<file path="src/rtl/fetch_queue.sv">
// Instruction-fetch front end: one outstanding req/ack fetch at a time feeding a
// circular {PC, word} FIFO whose head is presented to the datapath.
module fetch_queue #(
  parameter int          DEPTH    = 4,
  parameter logic [31:0] RESET_PC = 32'h0000_0000
) (
  input  logic                       clk,
  input  logic                       reset,
  input  logic                       Redirect,
  input  logic [31:0]                RedirectPC,
  input  logic                       Advance,
  output logic [31:0]                InstrF,
  output logic [31:0]                PCF,
  output logic                       ValidF,
  output logic                       IReq,
  output logic [31:0]                IAddr,
  input  logic                       IAck,
  input  logic [31:0]                IRData,
  output logic [$clog2(DEPTH):0]     Count
);

  localparam int AW = $clog2(DEPTH);
  localparam int CW = AW + 1;

  typedef enum logic [1:0] {S_IDLE, S_WAIT, S_DROP} state_t;

  state_t          r_state;
  state_t          w_state_next;
  logic [31:0]     r_fetch_pc;
  logic [31:0]     r_drop_addr;
  logic [AW-1:0]   r_rd_ptr;
  logic [AW-1:0]   r_wr_ptr;
  logic [CW-1:0]   r_count;
  logic [CW-1:0]   w_count_next;
  logic [31:0]     r_pc_mem   [DEPTH];
  logic [31:0]     r_word_mem [DEPTH];
  logic            w_write;
  logic            w_pop;
  logic            w_space;

  // Redirect flushes the queue, so it suppresses both the write and the pop.
  assign w_write = (r_state == S_WAIT) && IAck && !Redirect;
  assign w_pop   = Advance && (r_count != '0) && !Redirect;

  always_comb begin
    w_count_next = r_count;
    if (Redirect)
      w_count_next = '0;
    else
      w_count_next = r_count + {{(CW-1){1'b0}}, w_write} - {{(CW-1){1'b0}}, w_pop};
  end

  assign w_space = w_count_next < CW'(DEPTH);

  always_ff @(posedge clk or posedge reset) begin
    if (reset)
      r_state <= S_IDLE;
    else
      r_state <= w_state_next;
  end

  always_comb begin
    w_state_next = r_state;
    case (r_state)
      S_IDLE: begin
        if (!Redirect && w_space)
          w_state_next = S_WAIT;
      end
      S_WAIT: begin
        if (Redirect)
          w_state_next = IAck ? S_IDLE : S_DROP;
        else if (IAck)
          w_state_next = w_space ? S_WAIT : S_IDLE;
      end
      S_DROP: begin
        // The memory still owes one response; swallow it before refetching.
        if (IAck)
          w_state_next = (!Redirect && w_space) ? S_WAIT : S_IDLE;
      end
      default: w_state_next = S_IDLE;
    endcase
  end

  always_comb begin
    IReq  = 1'b0;
    IAddr = r_fetch_pc;
    case (r_state)
      S_WAIT: IReq = 1'b1;
      S_DROP: begin
        IReq  = 1'b1;
        IAddr = r_drop_addr;
      end
      default: ;
    endcase
  end

  always_ff @(posedge clk or posedge reset) begin
    if (reset) begin
      r_fetch_pc  <= RESET_PC;
      r_drop_addr <= RESET_PC;
      r_rd_ptr    <= '0;
      r_wr_ptr    <= '0;
      r_count     <= '0;
    end else begin
      r_count <= w_count_next;
      if (Redirect) begin
        r_rd_ptr   <= '0;
        r_wr_ptr   <= '0;
        r_fetch_pc <= RedirectPC;
        if (r_state == S_WAIT && !IAck)
          r_drop_addr <= r_fetch_pc;
      end else begin
        if (w_pop)
          r_rd_ptr <= r_rd_ptr + AW'(1);
        if (w_write) begin
          r_wr_ptr   <= r_wr_ptr + AW'(1);
          r_fetch_pc <= r_fetch_pc + 32'd4;
        end
      end
    end
  end

  always_ff @(posedge clk) begin
    if (w_write) begin
      r_pc_mem[r_wr_ptr]   <= r_fetch_pc;
      r_word_mem[r_wr_ptr] <= IRData;
    end
  end

  assign ValidF = (r_count != '0);
  assign InstrF = ValidF ? r_word_mem[r_rd_ptr] : 32'h0;
  assign PCF    = ValidF ? r_pc_mem[r_rd_ptr]   : 32'h0;
  assign Count  = r_count;

endmodule
</file>
<file path="config.mk">
export PLATFORM = sky130hd
export DESIGN_NAME = fetch_queue
export DESIGN_NICKNAME = d
export VERILOG_FILES = /design/src/rtl/fetch_queue.sv
export SDC_FILE = /design/constraint.sdc
export NUM_CORES = 1
export LEC_CHECK = 0
export ABC_AREA = 1
export BUFFER_PORTS_ARGS = -buffer_cell sky130_fd_sc_hd__buf_2
export CORE_MARGIN = 4
export CORE_UTILIZATION = 58
export DETAILED_ROUTE_END_ITERATION = 12
export PLACE_DENSITY = 0.83
export SLEW_MARGIN = 20
export SYNTH_ARGS = -nofsm -noshare
export SYNTH_HDL_FRONTEND = slang
export SYNTH_SLANG_ARGS = --single-unit
export TNS_END_PERCENT = 5
</file>
<file path="constraint.sdc">
create_clock -name clk -period 6.14 [get_ports clk]
set_clock_uncertainty 0.15 [all_clocks]
set_input_delay 0.921 -clock clk [delete_from_list [all_inputs] [get_ports clk]]
set_output_delay 0.921 -clock clk [all_outputs]
set_load 0.005 [all_outputs]
</file>
==> results.md <==
- Status: complete, no violations
- Crit. End Element: primary output
- Pleak: 6.52 nW
- Critical Path Fanout Max: 69
- Clock-pin slew on the worst setup and hold paths: 0.06 ns
- Setup violators final: 0
- Slew @ Worst Pin: 1.03 ns
- Rows: 57
- Pwr Density: 431 nW/µm²
- Initial Utilization: 58.8%
- Clk sinks: 329
- Synth Area per Inst: 10.3 µm²
- Mapped Area: 14300 µm²
- Final net count: 1612
- Max Cap Viol: 0
- GR Util met2: 39.6%
- Die W: 165 µm
- Grt total ovfl: 0
- Core area: 24200 µm²
- Vias per inst: 5.64
- Family with the most delay on the worst path: buffers and inverters
- Slew HR: 30.9%
- Via count: 10600
- Post-CTS Repair Setup Buffers: 0
- Met1 usage: 34.5%
- Most common cell after layout, fill and taps aside: nor2_1
- Yosys cell types: 31
- Setup TNS: 0 ns
- Post-route antenna net violation count: 0
- GR Layer Usage met3: 4.82%
- Tmin final: 4.29 ns
- GRT busiest layer: met2
- Highest attainable clock frequency: 233 MHz
- Startpoint types: flip-flop
- Drt first-iter violations: 1028
- Clock Latency Late Sink: 0.51 ns
- Post-CTS Hold Fix Bufs: 0
- Critical Path Max Stage Delay: 0.66 ns
- Fin. Hold Viols: 0
- Flops & latches, synth: 329
- DR pass1 iterations: 6
- Seq/Total Area, Yosys: 66.7%
- Die ar.: 27200 µm²
- Largest net degree at the start of global routing: 113
- Antenna cell count: 0
- Initial antenna violation count: 0
- Commonest non-fill, non-tap cells in the layout: nor2_1 (303), edfxtp_1 (256), nand2_1 (222)
- Synth warn: 0
- Data arrival, critical path: 3.22 ns
- Syn nets: 1467
- Placer Congestion: 0.928
- CTS buffer count: 34
- Vias in the first global route: 10100
- Maximum root-to-sink buffer count: 3
- FILL cells: 1742
- CTS tree: built
- Critical path class: reg -> out
- Total routed wirelength: 33500 µm
- Wire per inst: 17.8 µm
- Die Ht: 165 µm
- Port Buffer Count: 169
- Slowest stage cell, crit path: inv_2
- Unrepaired setup endpoints after global routing: no
- Period utilization: 69.8%
- Layout cell share with drive strength beyond 1: 17.5%
- Final Slew Violations: 0
- Worst Path Required: 5.07 ns
- Residual DRC count: 0
- Max H-tree Level: 2
- Max VDD drop: 0.294 mV
- IO Pins: 170
- Hold Crit Class: in -> async
- Dpl hpwl: 20900 µm
- Crit path cell chain: inv_2 -> buf_4 -> o21ai_0 -> a21oi_1 -> buf_2
- Root Buffer: clkbuf_16
- Mapped Cells: 1386
- Gr usage total: 24.6%
- Post_cts resized: 0
- Hold WS: 0.262 ns
- Bufs and invs on worst path: 3
- Area Growth Syn to Fin: 15.6%
- Global-route wire length before repair: 52300 µm
==> final cells by class <==
| cell class | instances | area (µm²) | share of cell area (%) |
|---|---|---|---|
| multi-input cells | 908 | 4150 | 25.2 |
| repair buffers | 182 | 947 | 5.74 |
| flip-flops and latches | 329 | 9520 | 57.7 |
| clock buffers | 40 | 905 | 5.49 |
| inverters | 76 | 285 | 1.73 |
| clock inverters | 21 | 278 | 1.68 |
| well taps | 324 | 405 | 2.46 |
==> cell usage after synthesis <==
cell type	n	area (µm²)
clkbuf_1	24	90.1
buf_4	2	15.0
nand3_2	1	10.0
edfxtp_1	256	7690
nor2_4	4	45.0
o211ai_1	6	45.0
inv_2	3	11.3
nand4_1	3	18.8
a21oi_1	69	345
o211ai_2	2	25.0
o21bai_1	1	7.51
xor2_1	7	61.3
nor2_2	12	75.1
nand2_2	5	31.3
nand3_1	41	205
dfrtp_1	73	1830
nor3_1	1	5.00
inv_1	73	274
a31oi_1	2	12.5
ha_1	11	138
buf_2	35	175
nor3_2	1	10.0
nand3b_2	1	11.3
nor2_1	307	1150
nor3b_1	1	7.51
o21ai_1	26	130
buf_6	3	33.8
fa_1	1	20.0
nand2_1	222	833
o21ai_0	184	921
buf_1	9	33.8
==> metal layers <==
layer,vias to the layer above,wire [µm]
li1,4977,-
met2,532,15600
met3,57,3060
met4,0,843
met5,-,0
met1,5044,14000
==> logic make-up after synthesis <==
kind of cell,count (synthesis),synth area share (%)
and+or+nand+nor,599,16.9
DFF,329,66.7
AOI/OAI and AO/OA,290,10.4
buffers and inverters,149,4.44
adders and majority gates,12,1.11
xor gates and xnor gates,7,0.430
==> registers in the layout, indices dropped and copies added, names as in the netlist <==
name,flops
r_fetch_pc,32
r_rd_ptr,2
r_wr_ptr,2
r_pc_mem,128
r_drop_addr,32
r_word_mem,128
r_state,2
Count,3
==> path summary, 6_finish.rpt <==
| check | startpoint | endpoint | slack, ns | depth (start not counted) |
|---|---|---|---|---|
| max | r_rd_ptr[0] | PCF[22] | 1.85 | 5 |
| min | reset | r_drop_addr[2] | 0.26 | 2 |
| max reg2reg | r_state[1] | r_word_mem[0][24] | 2.46 | 7 |
| min reg2reg | r_drop_addr[8] | r_drop_addr[8] | 0.34 | 2 |
| max in group asynchronous | reset | r_rd_ptr[0] | 4.44 | 3 |
| min in group clk | r_drop_addr[8] | r_drop_addr[8] | 0.34 | 2 |
==> metrics by stage <==
step / util, % / cells / power [mW] / area, µm² / setup WS, ns
after detailed placement: 63.1 / 1819 / 4.97 / 15300 / 2.18
after global placement: 63.1 / 1819 / 4.91 / 15300 / 2.30
after floorplan: - / 1386 / 4.13 / 14300 / 1.52
final: 68.0 / 1880 / 7.11 / 16500 / 1.85
after CTS: 68.0 / 1880 / 7.13 / 16500 / 1.88
after global routing: 68.0 / 1880 / 7.51 / 16500 / 1.64
==> power by group <==
group	internal (mW)	switching (mW)
Sequential	2.70	0.227
Clock	1.32	0.849
Combinational	0.679	1.34
==> worst register-to-register path, stage by stage (launching register included) <==
cell and delay [ns]:
dfrtp_1 0.43, inv_1 0.11, ha_1 0.27, nand2_2 0.16
nor2_4 0.49, inv_1 0.36, nor2_4 0.77, buf_4 0.57
Power figures use the tool's default switching activity.
